$ cat config.mk
export PLATFORM = sky130hd
export DESIGN_NAME = mmio_uart_tx
export DESIGN_NICKNAME = d
export VERILOG_FILES = /design/src/rtl/mmio_uart_tx.sv
export SDC_FILE = /design/constraint.sdc
export NUM_CORES = 1
export LEC_CHECK = 0
export ABC_AREA = 1
export CAP_MARGIN = 0
export CELL_PAD_IN_SITES_DETAIL_PLACEMENT = 1
export CELL_PAD_IN_SITES_GLOBAL_PLACEMENT = 2
export CORE_ASPECT_RATIO = 1.4
export CORE_MARGIN = 1
export CORE_UTILIZATION = 32
export DETAILED_ROUTE_END_ITERATION = 12
export DONT_BUFFER_PORTS = 1
export PLACE_DENSITY_LB_ADDON = 0.1
export SLEW_MARGIN = 10
export SYNTH_ARGS = -nofsm -noshare
export SYNTH_HDL_FRONTEND = slang
export SYNTH_SLANG_ARGS = --single-unit
$ cat constraint.sdc
create_clock -name clk -period 2.2 [get_ports clk]
set_clock_uncertainty 0.2 [all_clocks]
set_input_delay 0.44 -clock clk [delete_from_list [all_inputs] [get_ports clk]]
set_output_delay 0.44 -clock clk [all_outputs]
set_load 0.05 [all_outputs]
$ cat src/rtl/mmio_uart_tx.sv
// rtl/mmio_uart_tx.sv - memory-mapped UART transmitter: DATA/STATUS decode, byte FIFO, baud-timed frame FSM.
// Define MMIO_UART_TX_PARITY_EN to insert an even-parity bit after the data bits (8E1 instead of 8N1).
module mmio_uart_tx #(
  parameter logic [31:0] BASE_ADDR    = 32'h1001_0100,
  parameter int          CLKS_PER_BIT = 16,
  parameter int          FIFO_DEPTH   = 4
) (
  input  logic        clk,
  input  logic        reset,
  input  logic        Mem_Write_i,
  input  logic        Mem_Read_i,
  input  logic [31:0] Address_i,
  input  logic [31:0] Write_Data_i,
  output logic [31:0] Read_Data_o,
  output logic        Hit_o,
  output logic        Tx_o
);

  localparam int PW = $clog2(FIFO_DEPTH);
  localparam int CW = PW + 1;
  localparam int BW = $clog2(CLKS_PER_BIT);
  localparam logic [BW-1:0] BAUD_LOAD = BW'(CLKS_PER_BIT - 1);
  localparam logic [CW-1:0] DEPTH_C   = CW'(FIFO_DEPTH);
  localparam logic [29:0]   DATA_WA   = BASE_ADDR[31:2];
  localparam logic [29:0]   STAT_WA   = DATA_WA + 30'd1;

  typedef enum logic [2:0] {
    S_IDLE,
    S_START,
    S_DATA,
`ifdef MMIO_UART_TX_PARITY_EN
    S_PARITY,
`endif
    S_STOP
  } state_t;

  state_t        state_q;
  logic [BW-1:0] baud_q;
  logic [2:0]    bit_idx_q;
  logic [7:0]    shift_q;
  logic          tx_q;
`ifdef MMIO_UART_TX_PARITY_EN
  logic          parity_q;
`endif

  logic [7:0]    mem_q [FIFO_DEPTH];
  logic [PW-1:0] wr_ptr_q, rd_ptr_q;
  logic [CW-1:0] count_q, count_d;
  logic          ovf_q, ovf_d;

  logic        sel_data, sel_stat;
  logic        fifo_empty, fifo_full, baud_done, busy;
  logic        push_req, push, pop;
  logic [7:0]  pop_data;
  logic [31:0] count_ext;
  logic [3:0]  count_disp;
  logic [31:0] status_w;

  assign sel_data   = (Address_i[31:2] == DATA_WA);
  assign sel_stat   = (Address_i[31:2] == STAT_WA);
  assign fifo_empty = (count_q == '0);
  assign fifo_full  = (count_q == DEPTH_C);
  assign baud_done  = (baud_q == '0);
  assign busy       = (state_q != S_IDLE);
  assign pop_data   = mem_q[rd_ptr_q];

  // The FSM pops from IDLE, or at the last STOP cycle so frames run back-to-back.
  assign pop      = !fifo_empty && ((state_q == S_IDLE) || (state_q == S_STOP && baud_done));
  assign push_req = Mem_Write_i && sel_data;
  assign push     = push_req && (!fifo_full || pop);

  always_comb begin
    count_d = count_q;
    case ({push, pop})
      2'b10:   count_d = count_q + CW'(1);
      2'b01:   count_d = count_q - CW'(1);
      default: count_d = count_q;
    endcase
  end

  always_comb begin
    ovf_d = ovf_q;
    if (Mem_Read_i && sel_stat) ovf_d = 1'b0;
    if (push_req && !push)      ovf_d = 1'b1;
  end

  always_ff @(posedge clk) begin
    if (push) mem_q[wr_ptr_q] <= Write_Data_i[7:0];
  end

  always_ff @(posedge clk) begin
    if (reset) begin
      wr_ptr_q <= '0;
      rd_ptr_q <= '0;
      count_q  <= '0;
      ovf_q    <= 1'b0;
    end else begin
      if (push) wr_ptr_q <= wr_ptr_q + PW'(1);
      if (pop)  rd_ptr_q <= rd_ptr_q + PW'(1);
      count_q <= count_d;
      ovf_q   <= ovf_d;
    end
  end

  always_ff @(posedge clk) begin
    if (reset) begin
      state_q   <= S_IDLE;
      baud_q    <= '0;
      bit_idx_q <= 3'd0;
      shift_q   <= 8'd0;
      tx_q      <= 1'b1;
`ifdef MMIO_UART_TX_PARITY_EN
      parity_q  <= 1'b0;
`endif
    end else begin
      case (state_q)
        S_IDLE: begin
          if (pop) begin
            shift_q <= pop_data;
`ifdef MMIO_UART_TX_PARITY_EN
            parity_q <= ^pop_data;
`endif
            baud_q  <= BAUD_LOAD;
            tx_q    <= 1'b0;
            state_q <= S_START;
          end
        end
        S_START: begin
          if (baud_done) begin
            state_q   <= S_DATA;
            baud_q    <= BAUD_LOAD;
            bit_idx_q <= 3'd0;
            tx_q      <= shift_q[0];
          end else begin
            baud_q <= baud_q - BW'(1);
          end
        end
        S_DATA: begin
          if (baud_done) begin
            baud_q <= BAUD_LOAD;
            if (bit_idx_q == 3'd7) begin
`ifdef MMIO_UART_TX_PARITY_EN
              state_q <= S_PARITY;
              tx_q    <= parity_q;
`else
              state_q <= S_STOP;
              tx_q    <= 1'b1;
`endif
            end else begin
              bit_idx_q <= bit_idx_q + 3'd1;
              shift_q   <= {1'b0, shift_q[7:1]};
              tx_q      <= shift_q[1];
            end
          end else begin
            baud_q <= baud_q - BW'(1);
          end
        end
`ifdef MMIO_UART_TX_PARITY_EN
        S_PARITY: begin
          if (baud_done) begin
            state_q <= S_STOP;
            baud_q  <= BAUD_LOAD;
            tx_q    <= 1'b1;
          end else begin
            baud_q <= baud_q - BW'(1);
          end
        end
`endif
        S_STOP: begin
          if (baud_done) begin
            if (pop) begin
              shift_q <= pop_data;
`ifdef MMIO_UART_TX_PARITY_EN
              parity_q <= ^pop_data;
`endif
              baud_q  <= BAUD_LOAD;
              tx_q    <= 1'b0;
              state_q <= S_START;
            end else begin
              tx_q    <= 1'b1;
              state_q <= S_IDLE;
            end
          end else begin
            baud_q <= baud_q - BW'(1);
          end
        end
        default: begin
          state_q <= S_IDLE;
          tx_q    <= 1'b1;
        end
      endcase
    end
  end

  assign count_ext  = 32'(count_q);
  assign count_disp = (count_ext > 32'd15) ? 4'hF : count_ext[3:0];
  assign status_w   = {24'b0, count_disp, ovf_q, fifo_empty, fifo_full, busy};

  assign Read_Data_o = sel_stat ? status_w : 32'b0;
  assign Hit_o       = sel_data || sel_stat;
  assign Tx_o        = tx_q;

  wire unused_bits = &{1'b0, Write_Data_i[31:8], Address_i[1:0]};

endmodule

# Word level (Yosys, flattened, before mapping)
# Memories as Yosys holds them, arrays and structs flattened. A register that Yosys moved wholly into a read port is not among the register bits.
# Cells that the tools add are included.
[word_totals]
regBits = 27
ram_bits = 32
mem_count = 1
[mem_list]
columns = ["memory", "depth", "word_bits", "read_ports", "rd_ports_with_merged_regs", "wr", "line", "rtl"]
rows = [
  ["mem_q", 4, 8, 1, 1, 1, "46", "logic [7:0] mem_q [FIFO_DEPTH];"],
]
[op_classes]
addsub = 6
magnitude_cmp = 1
n_eq_ne = 15
n_mux = 36
reduce_logical = 26
[op_table]
columns = ["cell", "count"]
rows = [
  ["30-bit by 27-bit equality test with 1-bit output (second input constant)", 2],
  ["8-bit two-way mux", 5],
  ["3-bit two-way mux", 8],
  ["8-bit case mux with 3 select lines", 1],
  ["4-bit two-way mux", 4],
  ["2-bit inequality test (second input constant)", 6],
  ["3-bit case mux with 2 select lines", 2],
  ["3-bit case mux with 4 select lines", 1],
  ["4-bit case mux with 3 select lines", 1],
  ["4-bit AND reduction", 3],
  ["1-bit two-way mux", 11],
  ["3-bit nonzero test", 3],
  ["3-bit by 1-bit adder with 3-bit output (second input constant)", 2],
  ["3-bit by 2-bit equality test with 1-bit output (second input constant)", 2],
  ["3-bit equality test (second input constant)", 2],
  ["1-bit logical AND", 6],
  ["3-bit zero test", 2],
  ["2-bit nonzero test", 3],
  ["5-bit AND reduction", 1],
  ["2-bit by 1-bit adder with 2-bit output (second input constant)", 2],
  ["3-bit by 4-bit > comparator with 1-bit output (second input constant)", 1],
  ["4-bit zero test", 1],
  ["2-bit two-way mux", 2],
  ["1-bit case mux with 4 select lines", 1],
  ["8 further kinds", 12],
]

# Longest topological paths before layout
# Gate-level depths: netlist of run 1.
[logic_depth]
depth_word = 9
mapped_depth = 16
mapped_depth_nobuf = 16

# Worst setup path before layout of run 1
# No wires, ideal clock.
[synth_path]
path_type = "input-to-output"
startpoint = "in Address_i[19]"
endpoint = "out Read_Data_o[1]"
arrival_ps = 2097
required_ps = 1560
setup_slack_ps = -537
stages = 5
path_buffers = 0
path_cell_list = "nor2_1 nand3_1 nor2_1 nand3_1 nor3_1"
[synth_between]
elab_chain_cells = 2
[synth_rtl]
columns = ["element", "line", "rtl"]
rows = [
  ["from (decl)", "12", "input logic [31:0] Address_i,"],
  ["30-bit by 27-bit equality test with 1-bit output", "60", "assign sel_stat = (Address_i[31:2] == STAT_WA);"],
  ["8-bit two-way mux", "199", "assign Read_Data_o = sel_stat ? status_w : 32'b0;"],
  ["to (decl)", "14", "output logic [31:0] Read_Data_o,"],
]
# Every way passes these cells.

# Worst setup path after layout of run 1
[layout_path]
startpoint = "reg baud_q[0]"
endpoint = "reg count_q[1]"
[layout_between]
elab_chain_cells = 8
word_cells_on_any_way = 10
[layout_rtl]
columns = ["element", "line", "rtl"]
rows = [
  ["from (decl)", "38", "logic [BW-1:0] baud_q;"],
  ["from (signal assigned)", "135", "baud_q <= baud_q - BW'(1);"],
  ["from (signal assigned)", "155", "baud_q <= baud_q - BW'(1);"],
  ["from (signal assigned)", "184", "baud_q <= baud_q - BW'(1);"],
  ["4-bit zero test *", "63", "assign baud_done = (baud_q == '0);"],
  ["1-bit logical AND *", "68", "assign pop = !fifo_empty && ((state_q == S_IDLE) || (state_q == S_STOP && baud_done));"],
  ["1-bit logical OR *", "68", ""],
  ["1-bit logical AND *", "68", ""],
  ["1-bit logical OR", "70", "assign push = push_req && (!fifo_full || pop);"],
  ["1-bit logical AND", "70", ""],
  ["2-bit by 1-bit equality test with 1-bit output / 2-bit equality test (equally long branches)", "74", "case ({push, pop})"],
  ["3-bit case mux with 2 select lines *", "74", ""],
  ["net count_d[1]", "48", "logic [CW-1:0] count_q, count_d;"],
  ["to (signal assigned)", "100", "count_q <= count_d;"],
  ["to (decl)", "48", ""],
]
# The timed path passes the listed nets; every way through them passes the cells marked *.
# A chain may end at the register's enable or synchronous reset.

==> summary.txt, run 1 <==
Clock tree
  • Clock insertion delay at the later pin of the skew report: 0.33 ns
  • Clock buffer count from CTS: 9
  • # clock sinks: 60
  • CTS clock-pin slew for the worst setup and hold paths: 0.05 ns
  • Maximum clock path buffer count: 2
  • Clock root cell: clkbuf_16
  • H-Tree Depth: 3
  • Clock tree from TritonCTS: yes

Die
  • Die Width: 86.8 µm
  • Site row count: 42
  • Die Area: 0.0105 mm²
  • IO Pins: 102
  • Initial Utilization: 33.5%
  • Die height: 121 µm
  • Core Region: 0.00962 mm²

Power
  • Pwr dens: 1200 mW/mm²
  • Tot Pwr: 4750 µW
  • Clk pwr share: 29.0%
  • Static Leak: 0.00168 µW
  • Pint: 2970 µW
  • Net switching power: 1790 µW
  • Sw Share: 37.6%
  • Maximum vdd drop: 0.000648 V
  • Share of total power in sequential cells: 30.9%
  • Power share of the combinational group: 40.1%

Cells and area
  • # diodes: 0
  • Most common cell after layout, fill and taps aside: nor2_1
  • Most frequent cells in the layout: nor2_1 (75), nand2_1 (54), inv_1 (36), o21ai_0 (36), buf_4 (34)
  • Layout cells sized above 1: 18.0%
  • Design Area, Final: 0.00395 mm²
  • Synth-to-layout area growth: 22.7%
  • Layout Nets: 517
  • Fill cells: 1,163
  • Core Util, Final: 41.1%

Drt
  • Vias per cell: 4.56
  • # DRC: 0
  • Post-Route WL: 7800 µm
  • Vias post-DR: 2,610
  • Initial drt markers: 34
  • TritonRoute pass-1 iters: 4
  • WL/cell: 13.6 µm
  • ANT nets after route: 0

Setup path
  • CP arrival: 2.08 ns
  • RR Startpoint: baud_q[0]$_SDFFE_PP0P_
  • Critical Path Source Type: flop
  • Worst setup EP type: flop
  • CP Data Required Time: 2.22 ns
  • Crit-path max FO: 4
  • Crit path kind: reg2reg
  • CP endpoint: count_q[1]$_SDFFE_PP0P_
  • Reg-to-reg endpoint: count_q[1]$_SDFFE_PP0P_
  • Crit. Startpoint: baud_q[0]$_SDFFE_PP0P_
  • R2r setup slk: 0.14 ns
  • Worst Reg2Reg Path Length in Cells: 13

Synth
  • Prevailing post-synth register cell: edfxtp_1
  • Async set or reset register ratio after synthesis: 0%
  • Warnings from Yosys: 0
  • Cells after Synth: 387
  • Post-synth EDFFs: 32
  • Flops & latches, synth: 60
  • Syn_area_per_cell: 8.32 µm²
  • Seq/Total Area, Yosys: 47.3%
  • Number of library cell types mapped by synthesis: 39
  • Mapped Area: 0.00322 mm²

STA
  • Final setup viols: 0
  • Tmin final: 2.06 ns
  • Period utilisation layout: 93.9%
  • Setup TNS: 0 ns
  • Worst slew pin tran: 0.591 ns
  • Relative slew slack: 60.5%
  • F_max: 484 MHz
  • Hold_ws: 0.0193 ns
  • RSZ-0062 raised after global routing: no
  • Final Max Slew Viols: 0
  • Hold Fails Final Rpt: 0

Global route
  • First-pass GRT wire length: 12,700 µm
  • Overflow left after global routing: 0
  • Initial antenna violation count: 0
  • Gr usage total: 16.0%
  • Vias in the first global route: 2,719
  • Largest net degree at the start of global routing: 18

Job
  • Maxcap violations: 0

Placement
  • Dpl cell area: 0.00345 mm²
  • I/O Buffers: 0
  • DP Wirelength: 5720 µm
  • Routability Congestion: 0.722

Worst hold path
  • HP Class: in2reg
  • Hold Crit Depth: 2

Status
  • Status: complete, no violations
-- state kept, by name, summed over array words and instances, names as in the netlist, named ones only --
signal / count
state_q: 2
Tx_o: 1
mem_q: 32
shift_q: 8
bit_idx_q: 3
count_q: 3
wr_ptr_q: 2
baud_q: 4
rd_ptr_q: 2
ovf_q: 1
-- stage by stage --
stage | setup WS, ns | instances
after floorplan | -0.161 | 411
after global placement | 0.0210 | 537
after detailed placement | -0.0289 | 537
after CTS | 0.0135 | 563
after global routing | 0.00806 | 572
final | 0.135 | 572
-- cell families (layout without fill, tap and decap cells) --
logic type | Yosys count | after routing | synth area share [%]
compound gates | 73 | 73 | 12.3
xor+xnor | 1 | 1 | 0.272
fa+ha+maj | 14 | 14 | 5.68
buf+inv | 76 | 105 | 12.3
flops | 60 | 60 | 47.3
mux | 1 | 1 | 0.311
other cells | 1 | 25 | 0.117
simple gates | 161 | 161 | 21.7
-- power by group through the flow --
stage	registers (µW)	clock network, µW	logic, µW
after floorplan	1440	0	1340
after global placement	1480	0	1710
after detailed placement	1480	0	1750
after CTS	1460	1430	1790
after global routing	1490	1470	2170
final	1470	1380	1900
-- synthesized netlist by cell type (2+ instances only) --
master,instances,share of area [%]
nor2_1,76,8.9
o21ai_0,36,5.6
o22ai_1,2,0.39
nand4_1,2,0.39
nor3_1,2,0.31
nor2_4,2,0.70
edfxtp_1,32,30
clkbuf_1,2,0.23
buf_4,25,5.8
nand2_1,54,6.3
o21ai_2,2,0.54
inv_1,39,4.5
a21oi_1,21,3.3
inv_2,2,0.23
dfxtp_1,28,17
o21ai_1,4,0.62
buf_2,5,0.78
nand2_2,6,1.2
ha_1,13,5.1
nand3_1,14,2.2
a31oi_1,2,0.39
-- worst min-delay path by stage --
stage	from	endpoint	slack, ns
CTS	Write_Data_i[0]	mem_q[2][0]$_DFFE_PP_	0.00003
global route	reset	Tx_o$_SDFFE_PP1P_	0.05
finish	reset	Tx_o$_SDFFE_PP1P_	0.02
global placement	shift_q[4]$_SDFFE_PP0P_	shift_q[4]$_SDFFE_PP0P_	0.24
floorplan	shift_q[4]$_SDFFE_PP0P_	shift_q[4]$_SDFFE_PP0P_	0.22
detailed placement	shift_q[4]$_SDFFE_PP0P_	shift_q[4]$_SDFFE_PP0P_	0.25
-- area by class of cell --
type / instances / area (µm²) / share of cell area (%)
Inverter: 43 / 164 / 4.15
Timing Repair Buffer: 46 / 377 / 9.54
Tap cell: 132 / 165 / 4.18
Sequential cell: 60 / 1530 / 38.7
Clock inverter: 5 / 52.6 / 1.33
Multi-Input combinational cell: 275 / 1420 / 36.0
Clock buffer: 11 / 243 / 6.15
-- critical path, cell delays in order (launching register included) --
cell and delay (ns):
dfxtp_2 0.31, inv_2 0.08, ha_4 0.15, nand2_2 0.06, nor2_4 0.13, nand2_2 0.09
nand2_2 0.08, nand2_4 0.08, inv_4 0.07, nand2_2 0.05, inv_1 0.07, fa_2 0.43
a21oi_2 0.11, nor2_1 0.05
-- routing by layer --
| metal | up-vias | global-route usage (%) | share of wire, % |
|---|---|---|---|
| met1 | 1243 | 17.0 | 41 |
| met2 | 33 | 30.0 | 55 |
| li1 | 1319 | - | - |
| met5 | - | 0 | 0 |
| met3 | 15 | 2.66 | 2.1 |
| met4 | 0 | 7.81 | 2.2 |
-- timing repair --
action	in CTS	in global routing
hold buffers	10	1
endpoints found under the hold margin	35	1
setup endpoints to repair	1	14
setup buffers	0	8
pin swaps	0	4
gates resized for setup	1	13
(Power assumes the default switching activity.)
==> run 2, diff against run 1 <==
- ABC_AREA: 1 -> default
- CORE_UTILIZATION: 32 -> 34
==> run 2 against run 1 <==
The run now ends with setup timing left. Sequential share of layout area is 4.1 points lower. Die area decreased by 3.7%. Synthesized area up 2.3%. Highest routed layer unchanged.
==> summary.txt, run 2 <==
Status
  • Status: finished with violations
  • Failing checks: setup timing

Placement
  • I/O Buffers: 0
  • Dpl cell area: 0.00379 mm²
  • Routability Congestion: 0.740
  • Placed cell count: 438
  • DP Wirelength: 5410 µm

Worst hold path
  • HP Class: in2reg

Cells and area
  • Max FFs per register: 32
  • Layout Nets: 443
  • Core Util, Final: 47.0%
  • Most common cell after layout, fill and taps aside: buf_4
  • Multi-input logic area: 0.00180 mm²
  • Layout cells sized above 1: 40.4%
  • Fin cells: 476
  • Biggest regs: mem_q x32, shift_q x8, baud_q x4
  • Design Area, Final: 0.00442 mm²
  • Synth-to-layout area growth: 34.3%
  • Most frequent cells in the layout: buf_4 (56), edfxtp_1 (32), nor2_1 (26)
  • # diodes: 0
  • Fill cells: 986
  • Register area: 0.00153 mm²
  • Top reg by flops: mem_q

Synth
  • Post-synth top area cell: edfxtp_1
  • Cells after Synth: 288
  • Post-Synth XOR/XNOR Area: 0.798%
  • Largest family of logic cells by synthesized area: simple AND/OR/NAND/NOR gates
  • Mapped Area: 0.00329 mm²
  • Synth area leaders: edfxtp_1 (29%), dfxtp_1 (17%), buf_4 (5.7%)
  • Number of library cell types mapped by synthesis: 56
  • Seq/Total Area, Yosys: 46.2%
  • Top-count cell post-synth: edfxtp_1
  • Post-synth top area share: 29.2%
  • Adder-Cell Fraction of Synth Area: 5.55%
  • Warnings from Yosys: 0
  • Flops & latches, synth: 60
  • Post-Synth Simple-Gate Area: 19.7%
  • Post-synth EDFFs: 32
  • Syn_area_per_cell: 11.4 µm²
  • Compound-Gate Fraction of Synth Area: 10.4%
  • Commonest cells post-synth: edfxtp_1 (32), nor2_1 (30), dfxtp_1 (28)
  • Async set or reset register ratio after synthesis: 0%
  • Prevailing post-synth register cell: edfxtp_1
  • Post-synthesis mux area share: 9.01%

Drt
  • WL/cell: 16.0 µm
  • ANT nets after route: 0
  • Vias post-DR: 2,351
  • Vias per cell: 4.94
  • # DRC: 0
  • Post-Route WL: 7630 µm
  • Initial drt markers: 59
  • TritonRoute pass-1 iters: 4

Die
  • Site row count: 42
  • Die Area: 0.0101 mm²
  • Die height: 118 µm
  • Core Region: 0.00941 mm²
  • Die Width: 85.1 µm
  • IO Pins: 102
  • Initial Utilization: 35.0%

Global route
  • First-pass GRT wire length: 12,800 µm
  • Largest net degree at the start of global routing: 24
  • Routing usage on met1: 19.5%
  • Vias in the first global route: 2,562
  • Layer carrying the most global-route usage: met2
  • Gr usage total: 16.5%
  • Met3 Track Usage GR: 2.86%
  • Initial antenna violation count: 0
  • Overflow left after global routing: 0
  • Met2 Use GR: 28.9%

Setup path
  • Crit. Startpoint: Address_i[9]
  • CP endpoint: Read_Data_o[1]
  • RR Startpoint: baud_q[0]$_SDFFE_PP0P_
  • Crit-path max FO: 4
  • Reg-to-reg endpoint: count_q[2]$_SDFFE_PP0P_
  • Worst Reg2Reg Path Length in Cells: 9
  • Slowest-stage cell, CP: nor4_4
  • Cell Chain, Critical Path: nor4_4 -> and4_4 -> and3_4 -> and2_4 -> nor3b_4 -> buf_12
  • Critical Path Source Type: primary input
  • Crit path largest cell delay: 0.28 ns
  • CP arrival: 1.69 ns
  • Worst setup EP type: primary output
  • R2r setup slk: -0.10 ns
  • Crit path kind: in2out
  • CP Data Required Time: 1.56 ns

STA
  • F_max: 429 MHz
  • Period utilisation layout: 106%
  • Setup ws final: -0.132 ns
  • Final Max Slew Viols: 0
  • Final setup viols: 4
  • Tmin final: 2.33 ns
  • Worst slew pin tran: 0.508 ns
  • Relative slew slack: 66.1%
  • Hold Fails Final Rpt: 0
  • RSZ-0062 raised after global routing: yes
  • Setup TNS: -0.295 ns
  • Hold_ws: 0.109 ns

Clock tree
  • Maximum clock path buffer count: 2
  • CTS clock-pin slew for the worst setup and hold paths: 0.06 ns
  • H-Tree Depth: 3
  • Clock root cell: clkbuf_16
  • # clock sinks: 60
  • Clock insertion delay at the later pin of the skew report: 0.33 ns
  • Clock buffer count from CTS: 9
  • Clock tree from TritonCTS: yes

Job
  • Maxcap violations: 0

Power
  • Maximum vdd drop: 0.000591 V
  • Pwr dens: 1190 mW/mm²
  • Static Leak: 0.00167 µW
## run 2: cell count changes in the layout (fill, tap and decap cells not counted), sizes merged, moves of 8 or more
cell and delta:
nand2 -51, nor2 -48, inv -33, o21ai -32
buf +30, nand3 -12, and2 +10, nand2b +9
mux2i +8, mux4 +8
## run 2: final cells by class
type                            count  area share [%]
Sequential cell                    60            34.6
Inverter                            8           0.680
Clock buffer                        9            5.10
Timing Repair Buffer               74            14.7
Clock inverter                      7            1.19
Tap cell                          110            3.11
Multi-Input combinational cell    208            40.7
## run 2: routing by layer
metal  vias to the layer above  part of all wire (%)
li1                       1152                     -
met1                      1160                    41
met2                        31                    55
met3                         8                   2.8
met4                         0                   1.4
met5                         -                     0
## run 2: how the worst min path moves through the flow
stage	endpoint	slack, ns	cells after the start	from
final	count_q[1]$_SDFFE_PP0P_	0.11	2	reset
after floorplan	ovf_q$_SDFFE_PP0P_	0.23	2	ovf_q$_SDFFE_PP0P_
after detailed placement	ovf_q$_SDFFE_PP0P_	0.24	2	ovf_q$_SDFFE_PP0P_
after global routing	count_q[1]$_SDFFE_PP0P_	0.12	2	reset
after global placement	ovf_q$_SDFFE_PP0P_	0.24	2	ovf_q$_SDFFE_PP0P_
after CTS	count_q[1]$_SDFFE_PP0P_	0.08	2	reset
## run 2: cells by family (layout without fill, tap and decap cells)
family / after synthesis / in the layout
and+or+nand+nor: 100 / 100
muxes: 19 / 19
AOI/OAI and AO/OA: 47 / 47
DFF: 60 / 60
buffers and inverters: 44 / 98
other: 1 / 25
xor gates and xnor gates: 3 / 3
adders and majority gates: 14 / 14
## run 2: per-stage QoR
step	power (µW)	worst slack, ns
global route	5640	-0.218
floorplan	3020	-0.381
global placement	3640	-0.271
finish	5280	-0.132
CTS	5140	-0.136
detailed placement	3680	-0.312
## run 2: where the power goes
group / internal (µW) / switching [µW] / total [µW]
Clock: 765 / 517 / 1280
Combinational: 1240 / 1300 / 2540
Sequential: 1330 / 126 / 1460
## run 2: critical path: cells and delay by family
kind | cells | cell delay (ns)
buffers and inverters | 1 | 0.16
and+or+nand+nor | 5 | 1.08
## run 2: timing repair
item                       in CTS  in global routing
hold endpoints to repair       56                  0
buffers inserted                7                  7
setup endpoints to repair      46                 30
pin swaps                       7                 11
gates cloned                    0                  1
gates resized for setup        26                 20
hold buffers                   10                  0
==> run 3, diff against run 2 <==
- CORE_UTILIZATION: 34 -> 25
==> run 3 against run 2 <==
The flow still finishes with violations (setup timing). First-iteration DRC count decreased by 27%. Total power increased by 2.0%. Die area increased by 35%. Largest power group unchanged.
==> summary.txt, run 3 (same netlist as run 2, synthesis figures left out) <==
Die
  • Die Width: 99.0 µm
  • Initial Utilization: 25.7%
  • Die Area: 0.0136 mm²
  • Site row count: 49
  • Die height: 138 µm
  • IO Pins: 102
  • Core Region: 0.0128 mm²

Global route
  • Gr usage total: 12.6%
  • First-pass GRT wire length: 12,800 µm
  • Overflow left after global routing: 0
  • Vias in the first global route: 2,452
  • Initial antenna violation count: 0
  • Largest net degree at the start of global routing: 23

Placement
  • I/O Buffers: 0
  • Dpl cell area: 0.00386 mm²
  • Pre-CTS setup slack: -0.287 ns
  • DP Wirelength: 5610 µm
  • Routability Congestion: 0.686

Setup path
  • Cell Chain, Critical Path: nor4_4 -> and4_4 -> and3_4 -> and2_4 -> nor3b_4 -> buf_12
  • Crit path largest cell delay: 0.28 ns
  • CP bufs+invs: 1
  • CP arrival: 1.70 ns
  • Crit path kind: in2out
  • Slowest-stage cell, CP: nor4_4
  • Worst setup EP type: primary output
  • Crit-path max FO: 4
  • Worst Reg2Reg Path Length in Cells: 8
  • Delay-heaviest family, CP: simple AND/OR/NAND/NOR gates
  • CP Data Required Time: 1.56 ns
  • Critical Path Source Type: primary input
  • Critical path depth: 6

STA
  • Period utilisation layout: 106%
  • Hold Fails Final Rpt: 0
  • Worst slew pin tran: 0.519 ns
  • Setup ws final: -0.140 ns
  • Final Max Slew Viols: 0
  • Tmin final: 2.34 ns
  • F_max: 427 MHz
  • Setup TNS: -0.346 ns
  • Relative slew slack: 65.4%
  • Final setup viols: 5
  • RSZ-0062 raised after global routing: yes

Cells and area
  • Max FFs per register: 32
  • Most frequent cells in the layout: buf_4 (56), edfxtp_1 (32), nor2_1 (26)
  • # diodes: 0
  • Layout cells sized above 1: 39.6%
  • Top reg by flops: mem_q
  • Fill cells: 1,384
  • Design Area, Final: 0.00449 mm²
  • Biggest regs: mem_q x32, shift_q x8, baud_q x4
  • Most common cell after layout, fill and taps aside: buf_4
  • Synth-to-layout area growth: 36.6%
  • Layout Nets: 443

Clock tree
  • Clock root cell: clkbuf_16
  • Clock insertion delay at the later pin of the skew report: 0.33 ns
  • Clock tree from TritonCTS: yes
  • Clock buffer count from CTS: 9
  • # clock sinks: 60
  • Maximum clock path buffer count: 2
  • H-Tree Depth: 3
  • CTS clock-pin slew for the worst setup and hold paths: 0.06 ns

Drt
  • # DRC: 0
  • Vias post-DR: 2,370
  • Post-Route WL: 7960 µm
  • TritonRoute pass-1 iters: 4
  • WL/cell: 15.3 µm
  • ANT nets after route: 0
  • Initial drt markers: 43
  • Vias per cell: 4.57

Worst hold path
  • Hold Crit Depth: 2
  • HP Class: in2reg

Power
  • Maximum vdd drop: 0.000438 V
  • Static Leak: 0.00169 µW
  • Pwr dens: 1200 mW/mm²

Status
  • Status: finished with violations
  • Failing checks: setup timing

Job
  • Maxcap violations: 0
[run 3: cell type report]
type | count | area (µm²) | share of cell area, %
Multi-Input combinational cell | 208 | 1780 | 39.6
Sequential cell | 60 | 1530 | 34.0
Timing Repair Buffer | 74 | 663 | 14.8
Clock buffer | 9 | 225 | 5.01
Tap cell | 153 | 191 | 4.26
Clock inverter | 7 | 75.1 | 1.67
Inverter | 8 | 30.0 | 0.668
[run 3: where the power goes]
part	total, µW	internal (µW)	switching (µW)
clock network	1430	882	552
logic	2500	1220	1280
registers	1450	1330	122
[run 3: final timing paths]
path / start / to / slack, ns
hold / removal: reset / count_q[1]$_SDFFE_PP0P_ / 0.09
setup reg to reg: state_q[0]$_SDFFE_PP0P_ / count_q[2]$_SDFFE_PP0P_ / -0.12
setup / recovery: Address_i[13] / Read_Data_o[1] / -0.14
hold reg to reg: ovf_q$_SDFFE_PP0P_ / ovf_q$_SDFFE_PP0P_ / 0.27
[run 3: per-stage QoR]
step / instances / total power, µW / hold WS [ns] / utilization [%]
5_1_grt: 519 / 5770 / 0.0793 / 35.1
2_1_floorplan: 312 / 3020 / 0.227 / -
6_report: 519 / 5390 / 0.0863 / 35.1
3_5_place_dp: 482 / 3790 / 0.249 / 30.1
4_1_cts: 514 / 5440 / 0.0717 / 34.5
3_3_place_gp: 482 / 3780 / 0.249 / 30.1
[run 3: repair_timing]
item                       CTS  global route
hold buffers                10             0
setup buffers                6             5
pin swaps                   12            10
gates resized for setup     34             9
setup endpoints to repair   43            51
hold endpoints to repair    54             0
[run 3: layer usage]
| metal | track usage, % | wire (µm) |
|---|---|---|
| met5 | 0 | 0 |
| met2 | 22.9 | 4370 |
| met1 | 13.9 | 3210 |
| met4 | 5.97 | 159 |
| met3 | 2.94 | 228 |
[run 3: worst reg2reg max path: cells and delay by family (launching register included)]
family,cells,cell delay (ns)
compound gates,4,0.55
fa+ha+maj,2,0.57
flops,1,0.36
mux,1,0.31
simple gates,1,0.23
